[config.mk]
export PLATFORM = sky130hd
export DESIGN_NAME = sys_ctrl_flat
export DESIGN_NICKNAME = d
export VERILOG_FILES = /design/src/rtl/sys_ctrl_pkg.sv /design/src/rtl/sys_ctrl_if.sv /design/src/rtl/sys_ctrl_tx_push.sv /design/src/rtl/sys_ctrl.sv /design/src/flat_wrapper.sv
export SDC_FILE = /design/constraint.sdc
export NUM_CORES = 1
export LEC_CHECK = 0
export BUFFER_PORTS_ARGS = -buffer_cell sky130_fd_sc_hd__buf_2
export CORE_UTILIZATION = 25
export CTS_CLUSTER_DIAMETER = 120
export DETAILED_ROUTE_END_ITERATION = 12
export PLACE_DENSITY = 0.48
export SYNTH_ARGS = -nofsm -noshare
export SYNTH_HDL_FRONTEND = slang
export SYNTH_SLANG_ARGS = --single-unit
[constraint.sdc]
create_clock -name clk -period 2.2 [get_ports clk]
set_input_delay 0.44 -clock clk [delete_from_list [all_inputs] [get_ports clk]]
set_output_delay 0.44 -clock clk [all_outputs]
set_load 0.03 [all_outputs]
[src/rtl/sys_ctrl_pkg.sv]
// Shared constants, command codes and FSM state encoding for the system controller.
package sys_ctrl_pkg;
   localparam int DATA_WIDTH    = 8;
   localparam int ADDR_WIDTH    = 4;
   localparam int ALU_OUT_WIDTH = 16;
   localparam int FUN_WIDTH     = 4;

   localparam logic [DATA_WIDTH-1:0] CMD_WR     = 8'hAA;
   localparam logic [DATA_WIDTH-1:0] CMD_RD     = 8'hBB;
   localparam logic [DATA_WIDTH-1:0] CMD_ALU_WP = 8'hCC;
   localparam logic [DATA_WIDTH-1:0] CMD_ALU_NP = 8'hDD;

   localparam logic [ADDR_WIDTH-1:0] OP_A_ADDR = 4'd0;
   localparam logic [ADDR_WIDTH-1:0] OP_B_ADDR = 4'd1;

   typedef enum logic [3:0] {
      IDLE, WR_ADDR, WR_DATA, RD_ADDR, RD_WAIT, ALU_A,
      ALU_B, ALU_FUN, ALU_WAIT, TX_RD, TX_LSB, TX_MSB
   } state_t;
endpackage

[src/rtl/sys_ctrl_if.sv]
// Bundle of RX, register-file, ALU and TX FIFO signals around the controller.
interface sys_ctrl_if;
   import sys_ctrl_pkg::*;

   logic [DATA_WIDTH-1:0]    rx_p_data;
   logic                     rx_d_vld;
   logic [ADDR_WIDTH-1:0]    rf_addr;
   logic [DATA_WIDTH-1:0]    rf_wr_data;
   logic                     rf_wr_en;
   logic                     rf_rd_en;
   logic [DATA_WIDTH-1:0]    rf_rd_data;
   logic                     rf_rd_data_vld;
   logic                     alu_en;
   logic [FUN_WIDTH-1:0]     alu_fun;
   logic [ALU_OUT_WIDTH-1:0] alu_out;
   logic                     alu_out_vld;
   logic                     clk_gate_en;
   logic [DATA_WIDTH-1:0]    tx_p_data;
   logic                     tx_d_vld;
   logic                     fifo_full;

   modport master (
      input  rx_p_data, rx_d_vld, rf_rd_data, rf_rd_data_vld, alu_out, alu_out_vld, fifo_full,
      output rf_addr, rf_wr_data, rf_wr_en, rf_rd_en, alu_en, alu_fun, clk_gate_en,
             tx_p_data, tx_d_vld
   );

   modport slave (
      output rx_p_data, rx_d_vld, rf_rd_data, rf_rd_data_vld, alu_out, alu_out_vld, fifo_full,
      input  rf_addr, rf_wr_data, rf_wr_en, rf_rd_en, alu_en, alu_fun, clk_gate_en,
             tx_p_data, tx_d_vld
   );
endinterface

[src/rtl/sys_ctrl_tx_push.sv]
// TX FIFO push stage: holds one byte, emits a one-cycle strobe once the FIFO has room.
module sys_ctrl_tx_push
   import sys_ctrl_pkg::*;
(
   input  logic                  clk,
   input  logic                  rst_n,
   input  logic                  load,
   input  logic [DATA_WIDTH-1:0] din,
   input  logic                  fifo_full,
   output logic [DATA_WIDTH-1:0] tx_p_data,
   output logic                  tx_d_vld,
   output logic                  done
);
   logic pend;

   // The push is visible on the port in the same cycle the FSM is told it is done.
   assign done = tx_d_vld;

   always_ff @(posedge clk or negedge rst_n) begin
      if (!rst_n) begin
         tx_p_data <= '0;
         tx_d_vld  <= 1'b0;
         pend      <= 1'b0;
      end else begin
         tx_d_vld <= 1'b0;
         if (load) begin
            tx_p_data <= din;
            tx_d_vld  <= !fifo_full;
            pend      <= fifo_full;
         end else if (pend && !fifo_full) begin
            tx_d_vld <= 1'b1;
            pend     <= 1'b0;
         end
      end
   end
endmodule

[src/rtl/sys_ctrl.sv]
// Command parser/sequencer between UART RX, register file, ALU and the TX FIFO.
module sys_ctrl
   import sys_ctrl_pkg::*;
(
   input  logic clk,
   input  logic rst_n,
   sys_ctrl_if.master bus
);
   state_t                state;
   logic [ADDR_WIDTH-1:0] addr_q;
   logic [DATA_WIDTH-1:0] res_hi;
   logic                  push_load;
   logic                  push_done;
   logic [DATA_WIDTH-1:0] push_din;

   // Loading in the cycle the valid strobe arrives keeps the push one cycle behind it.
   always_comb begin
      push_load = 1'b0;
      push_din  = bus.rf_rd_data;
      if (state == RD_WAIT && bus.rf_rd_data_vld) begin
         push_load = 1'b1;
      end else if (state == ALU_WAIT && bus.alu_out_vld) begin
         push_load = 1'b1;
         push_din  = bus.alu_out[DATA_WIDTH-1:0];
      end else if (state == TX_LSB && push_done) begin
         push_load = 1'b1;
         push_din  = res_hi;
      end
   end

   sys_ctrl_tx_push u_push (
      .clk       (clk),
      .rst_n     (rst_n),
      .load      (push_load),
      .din       (push_din),
      .fifo_full (bus.fifo_full),
      .tx_p_data (bus.tx_p_data),
      .tx_d_vld  (bus.tx_d_vld),
      .done      (push_done)
   );

   always_ff @(posedge clk or negedge rst_n) begin
      if (!rst_n) begin
         state           <= IDLE;
         addr_q          <= '0;
         res_hi          <= '0;
         bus.rf_addr     <= '0;
         bus.rf_wr_data  <= '0;
         bus.rf_wr_en    <= 1'b0;
         bus.rf_rd_en    <= 1'b0;
         bus.alu_en      <= 1'b0;
         bus.alu_fun     <= '0;
         bus.clk_gate_en <= 1'b0;
      end else begin
         bus.rf_wr_en <= 1'b0;
         bus.rf_rd_en <= 1'b0;
         bus.alu_en   <= 1'b0;
         case (state)
            IDLE: if (bus.rx_d_vld) begin
               case (bus.rx_p_data)
                  CMD_WR:     state <= WR_ADDR;
                  CMD_RD:     state <= RD_ADDR;
                  CMD_ALU_WP: state <= ALU_A;
                  CMD_ALU_NP: state <= ALU_FUN;
                  default:    state <= IDLE;
               endcase
            end
            WR_ADDR: if (bus.rx_d_vld) begin
               addr_q <= bus.rx_p_data[ADDR_WIDTH-1:0];
               state  <= WR_DATA;
            end
            WR_DATA: if (bus.rx_d_vld) begin
               bus.rf_addr    <= addr_q;
               bus.rf_wr_data <= bus.rx_p_data;
               bus.rf_wr_en   <= 1'b1;
               state          <= IDLE;
            end
            RD_ADDR: if (bus.rx_d_vld) begin
               bus.rf_addr  <= bus.rx_p_data[ADDR_WIDTH-1:0];
               bus.rf_rd_en <= 1'b1;
               state        <= RD_WAIT;
            end
            RD_WAIT: if (bus.rf_rd_data_vld) state <= TX_RD;
            ALU_A: if (bus.rx_d_vld) begin
               bus.rf_addr    <= OP_A_ADDR;
               bus.rf_wr_data <= bus.rx_p_data;
               bus.rf_wr_en   <= 1'b1;
               state          <= ALU_B;
            end
            ALU_B: if (bus.rx_d_vld) begin
               bus.rf_addr    <= OP_B_ADDR;
               bus.rf_wr_data <= bus.rx_p_data;
               bus.rf_wr_en   <= 1'b1;
               state          <= ALU_FUN;
            end
            ALU_FUN: if (bus.rx_d_vld) begin
               bus.alu_fun     <= bus.rx_p_data[FUN_WIDTH-1:0];
               bus.alu_en      <= 1'b1;
               bus.clk_gate_en <= 1'b1;
               state           <= ALU_WAIT;
            end
            ALU_WAIT: if (bus.alu_out_vld) begin
               res_hi          <= bus.alu_out[ALU_OUT_WIDTH-1:DATA_WIDTH];
               bus.clk_gate_en <= 1'b0;
               state           <= TX_LSB;
            end
            TX_RD:  if (push_done) state <= IDLE;
            TX_LSB: if (push_done) state <= TX_MSB;
            TX_MSB: if (push_done) state <= IDLE;
            default: state <= IDLE;
         endcase
      end
   end
endmodule

[src/flat_wrapper.sv]
// flat-port wrapper written by rule: the top's interface ports become plain ports
module sys_ctrl_flat import sys_ctrl_pkg::*;
  (clk, rst_n, bus_rx_p_data, bus_rx_d_vld, bus_rf_rd_data, bus_rf_rd_data_vld, bus_alu_out, bus_alu_out_vld, bus_fifo_full, bus_rf_addr, bus_rf_wr_data, bus_rf_wr_en, bus_rf_rd_en, bus_alu_en, bus_alu_fun, bus_clk_gate_en, bus_tx_p_data, bus_tx_d_vld);
  sys_ctrl_if bus_i ();
  input  logic clk;
  input  logic rst_n;
  input wire logic [$bits(bus_i.rx_p_data)-1:0] bus_rx_p_data;
  input wire logic [$bits(bus_i.rx_d_vld)-1:0] bus_rx_d_vld;
  input wire logic [$bits(bus_i.rf_rd_data)-1:0] bus_rf_rd_data;
  input wire logic [$bits(bus_i.rf_rd_data_vld)-1:0] bus_rf_rd_data_vld;
  input wire logic [$bits(bus_i.alu_out)-1:0] bus_alu_out;
  input wire logic [$bits(bus_i.alu_out_vld)-1:0] bus_alu_out_vld;
  input wire logic [$bits(bus_i.fifo_full)-1:0] bus_fifo_full;
  output wire logic [$bits(bus_i.rf_addr)-1:0] bus_rf_addr;
  output wire logic [$bits(bus_i.rf_wr_data)-1:0] bus_rf_wr_data;
  output wire logic [$bits(bus_i.rf_wr_en)-1:0] bus_rf_wr_en;
  output wire logic [$bits(bus_i.rf_rd_en)-1:0] bus_rf_rd_en;
  output wire logic [$bits(bus_i.alu_en)-1:0] bus_alu_en;
  output wire logic [$bits(bus_i.alu_fun)-1:0] bus_alu_fun;
  output wire logic [$bits(bus_i.clk_gate_en)-1:0] bus_clk_gate_en;
  output wire logic [$bits(bus_i.tx_p_data)-1:0] bus_tx_p_data;
  output wire logic [$bits(bus_i.tx_d_vld)-1:0] bus_tx_d_vld;
  assign bus_i.rx_p_data = bus_rx_p_data;
  assign bus_i.rx_d_vld = bus_rx_d_vld;
  assign bus_i.rf_rd_data = bus_rf_rd_data;
  assign bus_i.rf_rd_data_vld = bus_rf_rd_data_vld;
  assign bus_i.alu_out = bus_alu_out;
  assign bus_i.alu_out_vld = bus_alu_out_vld;
  assign bus_i.fifo_full = bus_fifo_full;
  assign bus_rf_addr = bus_i.rf_addr;
  assign bus_rf_wr_data = bus_i.rf_wr_data;
  assign bus_rf_wr_en = bus_i.rf_wr_en;
  assign bus_rf_rd_en = bus_i.rf_rd_en;
  assign bus_alu_en = bus_i.alu_en;
  assign bus_alu_fun = bus_i.alu_fun;
  assign bus_clk_gate_en = bus_i.clk_gate_en;
  assign bus_tx_p_data = bus_i.tx_p_data;
  assign bus_tx_d_vld = bus_i.tx_d_vld;
  sys_ctrl u_core (.clk(clk), .rst_n(rst_n), .bus(bus_i));
endmodule
=== After elaboration in Yosys (flattened, before gate mapping) ===
Index checks and enable logic that the tools add are counted.

* Input port bits: 38
* Register bits: 46
* Word-level logic and storage cells: 91

* Multiplexer cells: 34
* Equal/unequal tests: 26
* Reductions and logical operators: 18

{| class="wikitable"
|+ Operators with widths
! cell !! number
|-
| two-way mux 4 bit || 14
|-
| case mux 4 bit (11 select lines) || 1
|-
| equality test 8 bit, second input constant || 4
|-
| two-way mux 8 bit || 3
|-
| inequality test 2 bit, second input constant || 10
|-
| equality test 4 x 3 -> 1 bit, second input constant || 4
|-
| equality test 4 bit, second input constant || 4
|-
| case mux 4 bit (4 select lines) || 1
|-
| two-way mux 1 bit || 13
|-
| case mux 3 bit (4 select lines) || 1
|-
| AND reduction 11 bit || 1
|-
| equality test 4 x 2 -> 1 bit, second input constant || 2
|-
| AND reduction 2 bit || 4
|-
| AND reduction 5 bit || 1
|-
| equality test 4 x 1 -> 1 bit, second input constant || 1
|-
| logical AND 1 bit || 4
|-
| logical NOT 4 bit || 1
|-
| nonzero test 2 bit || 2
|-
| nonzero test 4 bit || 1
|-
| AND reduction 3 bit || 1
|-
| OR reduction 3 bit || 1
|-
| inequality test 2 x 1 -> 1 bit, second input constant || 1
|-
| case mux 1 bit (2 select lines) || 1
|-
| OR reduction 2 bit || 1
|-
| logical NOT 1 bit || 1
|}

=== Logic depth before layout (Yosys ltp) ===
Gate-level depths: netlist of the first run.

* Word-level depth: 6
* Mapped depth: 6
* Depth with buffers taken out: 4

=== Hierarchy ===
A second synthesis of the first run with hierarchy kept.

* Cells, all modules: 193
* Area, all modules: 2284.7 um^2

{| class="wikitable"
|+ By module, submodules not included
! module !! times used !! area each (um^2) !! cells an instance
|-
| sys_ctrl || 1 || 1878.1 || 171
|-
| sys_ctrl_tx_push || 1 || 406.6 || 22
|}

=== Worst setup path before layout of the first run ===
OpenSTA, ideal clock, no wires.

* Path kind: reg2reg
* From: reg u_core.state[1]
* To: reg u_core.bus.rf_wr_data[3]
* Cell stages (with the launch flop): 6
* Data required time: 2.075 ns
* Data arrival time: 1.510 ns
* Slack: 0.565 ns
* Path buffers: 2
* Cells stage by stage: dfrtp_1 buf_2 nand3b_1 a21oi_1 buf_2 mux2_2

* Word-level cells in the longest chain between the ends: 3

{| class="wikitable"
|+ RTL lines
! what !! RTL line !! source
|-
| start: declaration || sys_ctrl.sv:9 || <nowiki>state_t state;</nowiki>
|-
| start signal: assignment || sys_ctrl.sv:44 || <nowiki>state <= IDLE;</nowiki>
|-
| start signal: assignment || sys_ctrl.sv:61 || <nowiki>CMD_WR: state <= WR_ADDR;</nowiki>
|-
| start signal: assignment || sys_ctrl.sv:62 || <nowiki>CMD_RD: state <= RD_ADDR;</nowiki>
|-
| equality test 4 x 2 -> 1 bit / equality test 4 x 3 -> 1 bit (equally long branches) || sys_ctrl.sv:58 || <nowiki>case (state)</nowiki>
|-
| OR reduction 3 bit (no source line) (*) || n/a ||
|-
| AND reduction 2 bit (no source line) (*) || n/a ||
|-
| end signal: assignment || sys_ctrl.sv:74 || <nowiki>bus.rf_wr_data <= bus.rx_p_data;</nowiki>
|-
| end signal: assignment || sys_ctrl.sv:86 || <nowiki>bus.rf_wr_data <= bus.rx_p_data;</nowiki>
|-
| end signal: assignment || sys_ctrl.sv:92 || <nowiki>bus.rf_wr_data <= bus.rx_p_data;</nowiki>
|-
| end: declaration || sys_ctrl_if.sv:24 || <nowiki>output rf_addr, rf_wr_data, rf_wr_en, rf_rd_en, alu_en, alu_fun, clk_gate_en,</nowiki>
|}

Mark *: on every way between the ends. The rest lies on a longest branch, timed or not.
A chain may end at the register's enable or synchronous reset.

=== Final worst setup path of the first run ===
* From: reg u_core.state[2]
* To: reg u_core.state[0]

* Word-level cells in the longest chain between the ends: 4

{| class="wikitable"
|+ RTL lines
! what !! RTL line
|-
| equality test 4 bit || sys_ctrl.sv:58
|-
| OR reduction 2 bit (no source line) || n/a
|-
| inequality test 2 x 1 -> 1 bit (no source line) || n/a
|-
| AND reduction 11 bit (no source line) || n/a
|}

Parallel ways exist; a longest one is shown, timed or not.

==> impl_metrics.tcl, run 1 <==
set metrics [dict create \
    status "complete, but fails checks" \
    violations "DRC" \
    grt_pass1_vias 1673 \
    synth_warnings 0 \
    cts_max_path_buffers 2 \
    worst-setup-path-type "reg2reg" \
    switching_power_mw 1.34 \
    cp.arrival_ps 2110 \
    slew_headroom_pct 62.9 \
    ys_seq_area_share_pct 51.5 \
    report.final.slew_viol_count 0 \
    synth_cell_type_count 50 \
    ys_async_sr_fraction_pct 100 \
    antenna_left 0 \
    clk_pin_slew_ps 90 \
    clock.fmax_mhz 519 \
    pwr-share-comb_pct 42.9 \
    reg2reg_slack_ps 270 \
    rows 34 \
    synthesis.nets 229 \
    required_ps 2380 \
    power.density_nw_per_um2 1240 \
    reg2reg_depth 4 \
    dp_worst_setup_slack_ps 330 \
    drc_errors 1 \
    ir_drop_mv 0.325 \
    viasPerCell 4.66 \
    maxCapViolCount 0 \
    coreArea_um2 8680 \
    dp_hpwl_mm 3.91 \
    synthesis.area_um2 2240 \
    crit_end "u_core.state[0]" \
    hold_viol 0 \
    postCtsSetupBuffers 0 \
    numPortBuffers 66 \
    crit_path_end_kind "flip-flop" \
    reg2reg_to "u_core.state[0]" \
    die_x_um 96.6 \
    p_int_mw 2.12 \
    multiInputGateArea_um2 997 \
    setup-violations-final 0 \
    diodes 0 \
    seqCellArea_um2 1150 \
    antenna_found_initial 0 \
    dieArea_um2 9330 \
    start_util_pct 25.8 \
    placed_area_um2 2690 \
    wl_per_cell_um 14.4 \
    grt_pass1_wl_mm 8.41 \
    period_minus_slack_ps 1930 \
    synth_cells 191 \
    track_usage_pct 11.9 \
    synth-main-ff-cell "dfrtp_1" \
    r2r_start "u_core.state[2]" \
    die_h_um 96.6 \
    layout_setup_ws_ps 274 \
    dp.cells 358 \
    leakage_nw 1.37 \
    crit_start "u_core.state[2]" \
    seq_power_share_pct 39.2 \
    tightest_slew_ps 557 \
    worst_hold_path_type "in2async" \
    synth-seq-cells 46 \
    root_buffer "clkbuf_8" \
    fin_setup_tns_ps 0 \
    crit_fanout 16 \
    dr.pass1.iters 8 \
    rsz0062_at_grt "false" \
    clockPowerShare_pct 17.9 \
    cts_made_buffers 5 \
    synth_area_per_cell_um2 11.7 \
    drtIter0Drc 71 \
    htree_levels 2 \
    cts_resized 0 \
    final_cell_count_no_fill 366 \
    post_route_cells_drive_above_1_share_pct 43.4 \
    netlist_top_cells_area "dfrtp_1, mux2_2, mux2i_1" \
    yosysTopAreaCell "dfrtp_1" \
    synthToLayoutAreaGrowth_pct 25.3 \
    io_pins 67 \
    grt_max_degree 25 \
    postLayoutCellArea_um2 2800 \
    netlist.area_leader.share_pct 51.5 \
    clock-sinks 46 \
    fin_hold_ws_ps 121 \
    synth_edf_count 0 \
    vias 1707 \
    power_switching_share_pct 38.7 \
    insertion_delay_ps 300 \
    hold_buffers 0 \
    fill_cells 929 \
    timing.final.crit_share_pct 87.5 \
    fin_nets 295 \
    cts_tree "yes" \
    start_kind "flip-flop" \
    gp_congestion 0.756 \
    finClkSkew_ps 7.08 \
    routed_wl_mm 5.26 \
    grt-ovfl-total 0 \
]
-- flip-flops by register name (all words and copies together), names as in the netlist, 4 cells and up --
register and cells:
u_core.state 4, u_core.u_push.tx_p_data 8, u_core.bus.alu_fun 4, u_core.bus.rf_wr_data 8
u_core.addr_q 4, u_core.bus.rf_addr 4, u_core.res_hi 8
-- per-layer routing --
metal / GRT usage, % / vias to the layer above / share of wire, %
met5: 0 / - / 0
met4: 3.55 / 0 / 0.65
met3: 2.58 / 2 / 3.5
met2: 20.5 / 31 / 53
met1: 14.9 / 840 / 43
li1: - / 834 / -
-- placed cells by master, fill, tap and decap left out, drive strengths merged, types with 3 or more instances in the layout --
master and instances:
o221ai 8, a21oi 3, nor2 6, mux2 26, buf 71, a31oi 4
nand2b 4, clkbuf 5, nand2 15, dfrtp 46, o21ai 5, inv 8
nor3b 4, nor3 4, mux2i 9, nand3 3
-- synthesized netlist by cell type, types with 2 or more instances --
master     instances
dfrtp_1           46
mux2_2            24
nand2_1           15
mux2i_1            9
buf_2              8
inv_1              8
o221ai_1           8
nor2_1             5
o21ai_0            5
a31oi_1            4
nand2b_1           4
nor3_1             4
nor3b_1            4
a21oi_1            3
clkbuf_1           3
a211o_1            2
and2_1             2
nand3_1            2
nor4_1             2
o2111ai_1          2
or4bb_1            2
-- per-stage QoR --
| stage | power, mW | util, % |
|---|---|---|
| floorplan | 2.46 | - |
| global placement | 2.87 | 31.0 |
| detailed placement | 2.88 | 31.0 |
| CTS | 3.52 | 32.3 |
| global route | 3.72 | 32.3 |
| finish | 3.46 | 32.3 |
-- power groups by stage --
| stage | registers [mW] | clock network (mW) | logic [mW] |
|---|---|---|---|
| 6_report | 1.36 | 0.619 | 1.49 |
| 2_1_floorplan | 1.67 | 0 | 0.786 |
| 3_3_place_gp | 1.37 | 0 | 1.50 |
| 5_1_grt | 1.40 | 0.697 | 1.62 |
| 4_1_cts | 1.36 | 0.654 | 1.51 |
| 3_5_place_dp | 1.37 | 0 | 1.51 |
-- critical path, cell delays in order, from the launching register on --
cell     delay [ps]
dfrtp_1         560
nor3b_1         220
o21ai_0         450
and3_4          300
mux2_4          290
-- cell type report --
class / count / area share (%)
clock inverters: 3 / 1.43
clock buffers: 5 / 2.46
flip-flops and latches: 46 / 41.1
repair buffers: 71 / 13.6
multi-input cells: 125 / 35.6
well taps: 108 / 4.82
inverters: 8 / 1.07
-- cell families after synthesis --
kind of cell | share of synthesized area (%)
buffers and inverters | 3.97
DFF | 51.5
xor gates and xnor gates | 0.783
AOI/OAI and AO/OA | 11.7
and+or+nand+nor | 14.8
muxes | 17.3
-- how the worst min path moves through the flow --
stage          startpoint                       end
2_1_floorplan       rst_n          u_core.addr_q[0]
3_3_place_gp        rst_n  u_core.bus.rf_wr_data[5]
3_5_place_dp        rst_n  u_core.bus.rf_wr_data[5]
4_1_cts             rst_n     u_core.bus.rf_addr[1]
5_1_grt             rst_n     u_core.bus.rf_addr[3]
6_report            rst_n     u_core.bus.alu_fun[2]
(Power assumes the default switching activity.)
==> run 2, diff against run 1 <==
--- a/config.mk
+++ b/config.mk
@@ -6,10 +6,10 @@
 export NUM_CORES = 1
 export LEC_CHECK = 0
 export BUFFER_PORTS_ARGS = -buffer_cell sky130_fd_sc_hd__buf_2
-export CORE_UTILIZATION = 25
+export CORE_UTILIZATION = 51
 export CTS_CLUSTER_DIAMETER = 120
 export DETAILED_ROUTE_END_ITERATION = 12
-export PLACE_DENSITY = 0.48
+export PLACE_DENSITY = 0.82
 export SYNTH_ARGS = -nofsm -noshare
 export SYNTH_HDL_FRONTEND = slang
 export SYNTH_SLANG_ARGS = --single-unit
==> constraint.sdc (replaced) <==
create_clock -name clk -period 2.2 [get_ports clk]
set_input_delay 0.11 -clock clk [delete_from_list [all_inputs] [get_ports clk]]
set_output_delay 0.11 -clock clk [all_outputs]
set_load 0.03 [all_outputs]
==> run 2 against run 1 <==
Effect of this change: global-route usage grew 10 points; core utilization grew 34 points; critical path type unchanged; sequential cell count did not move; maximum frequency down 1.6%; non-clock buffer count up 3; count of clock-buffer cells in the layout grew 2; the run now ends clean; sequential power is essentially flat; final cell count decreased by 15%; via count is 1.5% higher; routed wire length fell by 10%; largest cell class unchanged; first-iteration DRC count increased by 44%.
==> impl_metrics.tcl, run 2 (synthesis gave the netlist of run 1 again) <==
set metrics [dict create \
    clk_pin_slew_ps 90 \
    reg2reg_to "u_core.state[2]" \
    final_cell_mix "buf_2, dfrtp_1, mux2_2" \
    r2r_start "u_core.state[3]" \
    layout_setup_ws_ps 243 \
    track_usage_pct 22.3 \
    fill_cells 341 \
    dr.pass1.iters 4 \
    post_route_cells_drive_above_1_share_pct 42.9 \
    vias 1732 \
    cts_made_buffers 5 \
    viasPerCell 5.57 \
    fin_nets 298 \
    final_common_cell "buf_2" \
    power_switching_share_pct 39.5 \
    cts_tree "yes" \
    power.density_nw_per_um2 1240 \
    antenna_left 0 \
    dieArea_um2 4660 \
    pwr-share-comb_pct 43.6 \
    placed_area_um2 2620 \
    die_h_um 68.2 \
    io_pins 67 \
    postLayoutCellArea_um2 2730 \
    slew_headroom_pct 66.0 \
    crit_family "simple AND/OR/NAND/NOR gates" \
    rsz0062_at_grt "false" \
    rows 23 \
    start_util_pct 54.4 \
    synthToLayoutAreaGrowth_pct 21.9 \
    numPortBuffers 66 \
    crit_start "u_core.state[3]" \
    hold-path-endpoint "u_core.u_push.tx_p_data[4]" \
    cts_max_path_buffers 2 \
    fin_setup_tns_ps 0 \
    hold_viol 0 \
    ir_drop_mv 0.740 \
    dp_hpwl_mm 3.42 \
    grt_pass1_wl_mm 7.54 \
    report.final.slew_viol_count 0 \
    timing.final.crit_share_pct 88.9 \
    required_ps 2390 \
    drtIter0Drc 102 \
    top_regs "u_core.bus.rf_wr_data x8, u_core.res_hi x8, u_core.u_push.tx_p_data x8" \
    clockPowerShare_pct 15.6 \
    drc_errors 0 \
    tightest_slew_ps 511 \
    status "finished, final reports clean" \
    root_buffer "clkbuf_8" \
    grt-ovfl-total 0 \
    hp-start "bus_rf_rd_data[4]" \
    cp_slowest_cell "dfrtp_1" \
    insertion_delay_ps 300 \
    diodes 0 \
    cp_cell_sequence "and2b_2 -> or3b_4 -> and3_4 -> a221o_1" \
    maxCapViolCount 0 \
    routed_wl_mm 4.73 \
    crit_fanout 19 \
    worst-setup-path-type "reg2reg" \
    period_minus_slack_ps 1960 \
    die_x_um 68.2 \
    grt_pass1_vias 1610 \
    crit_path_end_kind "flip-flop" \
    leakage_nw 1.37 \
    coreArea_um2 4120 \
    wl_per_cell_um 15.2 \
    reg2reg_depth 4 \
    antenna_found_initial 0 \
    start_kind "flip-flop" \
    clock.fmax_mhz 511 \
    htree_levels 2 \
    max_stage_delay_ps 670 \
    p_int_mw 2.04 \
    min_path_cells 3 \
    finClkSkew_ps 8.66 \
    dp_worst_setup_slack_ps 256 \
    grt_max_degree 29 \
    setup-violations-final 0 \
    worst_hold_path_type "in2reg" \
    cp.arrival_ps 2150 \
    switching_power_mw 1.33 \
    reg2reg_slack_ps 240 \
    clock-sinks 46 \
    gp_congestion 0.792 \
    crit_buf_inv 0 \
    seq_power_share_pct 40.8 \
]
[run 2: cell types whose count changed in the layout (fill, tap and decap cells not counted), sizes merged]
cell         delta
dlygate4sd3     +2
clkinv          -1
bufinv          -1
buf             +1
clkbuf          +2
[run 2: area by class of cell]
cell class	count	area, µm²	share of cell area (%)
flip-flops and latches	46	1150	42.2
multi-input cells	125	997	36.6
repair buffers	74	395	14.5
clock buffers	7	86.3	3.17
well taps	50	62.6	2.29
inverters	8	30.0	1.10
clock inverters	1	5.00	0.183
[run 2: how the worst max path moves through the flow]
stage	end	slack (ps)	cells past startpoint
after floorplan	u_core.bus.rf_wr_data[3]	570	5
after global placement	u_core.state[2]	350	4
after detailed placement	u_core.state[2]	260	4
after CTS	u_core.state[2]	250	4
after global routing	u_core.state[0]	140	4
final	u_core.state[2]	240	4
[run 2: routing by layer]
metal | up-vias | global-route usage [%] | routed length [µm]
li1 | 836 | - | -
met1 | 840 | 30.5 | 2130
met2 | 45 | 34.4 | 2270
met3 | 11 | 3.50 | 217
met4 | 0 | 10.7 | 111
met5 | - | 0 | 0
[run 2: worst min-delay path, cell delays in order]
cell	delay (ps)
buf_2	80
nand2_1	40
o221ai_1	50
[run 2: per-stage QoR]
stage | hold WS (ps) | power (mW) | cells | util, %
after global routing | 24.2 | 3.59 | 311 | 66.3
final | 9.44 | 3.38 | 311 | 66.3
after floorplan | -186 | 2.46 | 191 | -
after detailed placement | 57.2 | 2.86 | 301 | 63.6
after CTS | 9.75 | 3.39 | 311 | 66.3
after global placement | 60.2 | 2.81 | 301 | 63.6
[run 2: repair_timing]
item                      in CTS  in global routing
setup buffers                  0                  0
gates resized for setup        0                  0
hold buffers                   2                  0
hold endpoints to repair      19                  0
[run 2: power groups by stage]
stage | registers, mW | clock network, mW | logic [mW]
after global placement | 1.37 | 0 | 1.44
after global routing | 1.42 | 0.570 | 1.60
after CTS | 1.37 | 0.539 | 1.48
after floorplan | 1.67 | 0 | 0.786
after detailed placement | 1.39 | 0 | 1.47
final | 1.38 | 0.527 | 1.47
==> run 3, diff against run 2 <==
--- a/config.mk
+++ b/config.mk
@@ -6,10 +6,11 @@
 export NUM_CORES = 1
 export LEC_CHECK = 0
 export BUFFER_PORTS_ARGS = -buffer_cell sky130_fd_sc_hd__buf_2
-export CORE_UTILIZATION = 51
-export CTS_CLUSTER_DIAMETER = 120
+export CORE_UTILIZATION = 36
+export CTS_CLUSTER_DIAMETER = 50
 export DETAILED_ROUTE_END_ITERATION = 12
-export PLACE_DENSITY = 0.82
+export MAX_ROUTING_LAYER = met4
+export PLACE_DENSITY = 0.62
 export SYNTH_ARGS = -nofsm -noshare
 export SYNTH_HDL_FRONTEND = slang
 export SYNTH_SLANG_ARGS = --single-unit
==> run 3 against run 2 <==
Effect of this change: first-iteration DRC count increased by 25%; worst hold slack improved by 5.2 ps; power about the same.
==> impl_metrics.tcl, run 3 (synthesis gave the netlist of run 1 again) <==
set metrics [dict create \
    pwr-share-comb_pct 43.8 \
    post_route_cells_drive_above_1_share_pct 42.9 \
    period_minus_slack_ps 1940 \
    cp_cell_sequence "nor3b_1 -> o21ai_0 -> and3_4 -> mux2_4" \
    dieArea_um2 6530 \
    p_int_mw 2.05 \
    rsz0062_at_grt "false" \
    power.density_nw_per_um2 1220 \
    cp_slowest_cell "dfrtp_1" \
    leakage_nw 1.37 \
    die_h_um 80.8 \
    gp_congestion 0.884 \
    rows 28 \
    crit_family "flip-flops" \
    track_usage_pct 16.5 \
    antenna_left 0 \
    cts_resized 0 \
    worst-setup-path-type "reg2reg" \
    synthToLayoutAreaGrowth_pct 23.9 \
    io_pins 67 \
    wl_per_cell_um 14.6 \
    layout_setup_ws_ps 258 \
    max_stage_delay_ps 560 \
    crit_buf_inv 0 \
    insertion_delay_ps 300 \
    cp.arrival_ps 2130 \
    fin_nets 298 \
    switching_power_mw 1.33 \
    setup-violations-final 0 \
    grt_pass1_wl_mm 7.92 \
    start_util_pct 37.6 \
    antenna_found_initial 0 \
    coreArea_um2 5960 \
    seq_power_share_pct 40.5 \
    final_common_cell "buf_2" \
    drc_errors 0 \
    maxCapViolCount 0 \
    crit_fanout 16 \
    dp_worst_setup_slack_ps 305 \
    cts_tree "yes" \
    crit_path_end_kind "flip-flop" \
    start_kind "flip-flop" \
    routed_wl_mm 4.89 \
    cts_made_buffers 5 \
    diodes 0 \
    grt_pass1_vias 1594 \
    hold_viol 0 \
    clockPowerShare_pct 15.7 \
    report.final.slew_viol_count 0 \
    cts_max_path_buffers 2 \
    viasPerCell 5.09 \
    clock.fmax_mhz 515 \
    tightest_slew_ps 532 \
    top_regs "u_core.bus.rf_wr_data x8, u_core.res_hi x8, u_core.u_push.tx_p_data x8" \
    ir_drop_mv 0.620 \
    clk_pin_slew_ps 90 \
    power_switching_share_pct 39.4 \
    dr.pass1.iters 4 \
    htree_levels 2 \
    slew_headroom_pct 64.2 \
    clock-sinks 46 \
    final_cell_mix "buf_2, dfrtp_1, mux2_2" \
    drtIter0Drc 128 \
    fill_cells 587 \
    timing.final.crit_share_pct 88.3 \
    status "finished, final reports clean" \
    finClkSkew_ps 6.65 \
    dp_hpwl_mm 3.53 \
    vias 1711 \
    numPortBuffers 66 \
    fin_setup_tns_ps 0 \
    grt_max_degree 25 \
    required_ps 2390 \
    root_buffer "clkbuf_8" \
    die_x_um 80.8 \
    worst_hold_path_type "in2reg" \
    grt-ovfl-total 0 \
]
-- run 3: cell count changes in the layout (fill, tap and decap cells not counted) --
cell    change
buf_12      +1
buf_4       -1
-- run 3: worst paths after layout --
kind,startpoint,slack (ps),cells past startpoint,endpoint
worst max-delay path,u_core.state[2],260,4,u_core.state[0]
worst min-delay path,bus_rf_rd_data[5],10,3,u_core.u_push.tx_p_data[5]
worst max register to register,u_core.state[2],260,4,u_core.state[0]
worst min register to register,u_core.u_push.pend,500,2,u_core.u_push.done
max in group asynchronous,rst_n,1360,3,u_core.bus.rf_wr_data[3]
min in group asynchronous,rst_n,320,2,u_core.u_push.tx_p_data[3]
-- run 3: layout make-up --
| type | instances | area [µm²] | area share (%) |
|---|---|---|---|
| Tap cell | 75 | 93.8 | 3.39 |
| Inverter | 8 | 30.0 | 1.08 |
| Clock inverter | 1 | 5.00 | 0.181 |
| Timing Repair Buffer | 74 | 408 | 14.7 |
| Multi-Input combinational cell | 125 | 997 | 36.0 |
| Clock buffer | 7 | 86.3 | 3.12 |
| Sequential cell | 46 | 1150 | 41.5 |
-- run 3: metrics by stage --
stage | cells | util, % | cell area (µm²) | total power, mW | hold WS, ps
CTS | 336 | 46.5 | 2770 | 3.41 | 7.92
detailed placement | 326 | 44.7 | 2660 | 2.87 | 129
global route | 336 | 46.5 | 2770 | 3.60 | 10.8
global placement | 326 | 44.7 | 2660 | 2.84 | 129
finish | 336 | 46.5 | 2770 | 3.38 | 14.7
floorplan | 191 | - | 2240 | 2.46 | -186
-- run 3: metal layers --
layer / wire length [µm] / part of all wire [%] / track usage, %
met4: 68 / 1.4 / 5.36
met1: 2310 / 47 / 22.9
met2: 2320 / 47 / 24.4
met5: 0 / 0 / -
met3: 199 / 4.1 / 3.03
-- run 3: tightest hold or removal path: stages --
cell and delay (ps):
buf_2 70, nand2_1 40, o221ai_1 60
-- run 3: what timing repair did --
item                                    4_1_cts  5_1_grt
hold buffers                                  2        0
buffers inserted                              0        0
hold endpoints to repair                     23        0
endpoints found under the setup margin        0        0
-- run 3: power groups by stage --
stage	Clock, mW	Combinational (mW)	Sequential, mW
floorplan	0	0.786	1.67
global placement	0	1.46	1.38
detailed placement	0	1.48	1.39
CTS	0.550	1.49	1.37
global route	0.590	1.59	1.42
finish	0.530	1.48	1.37
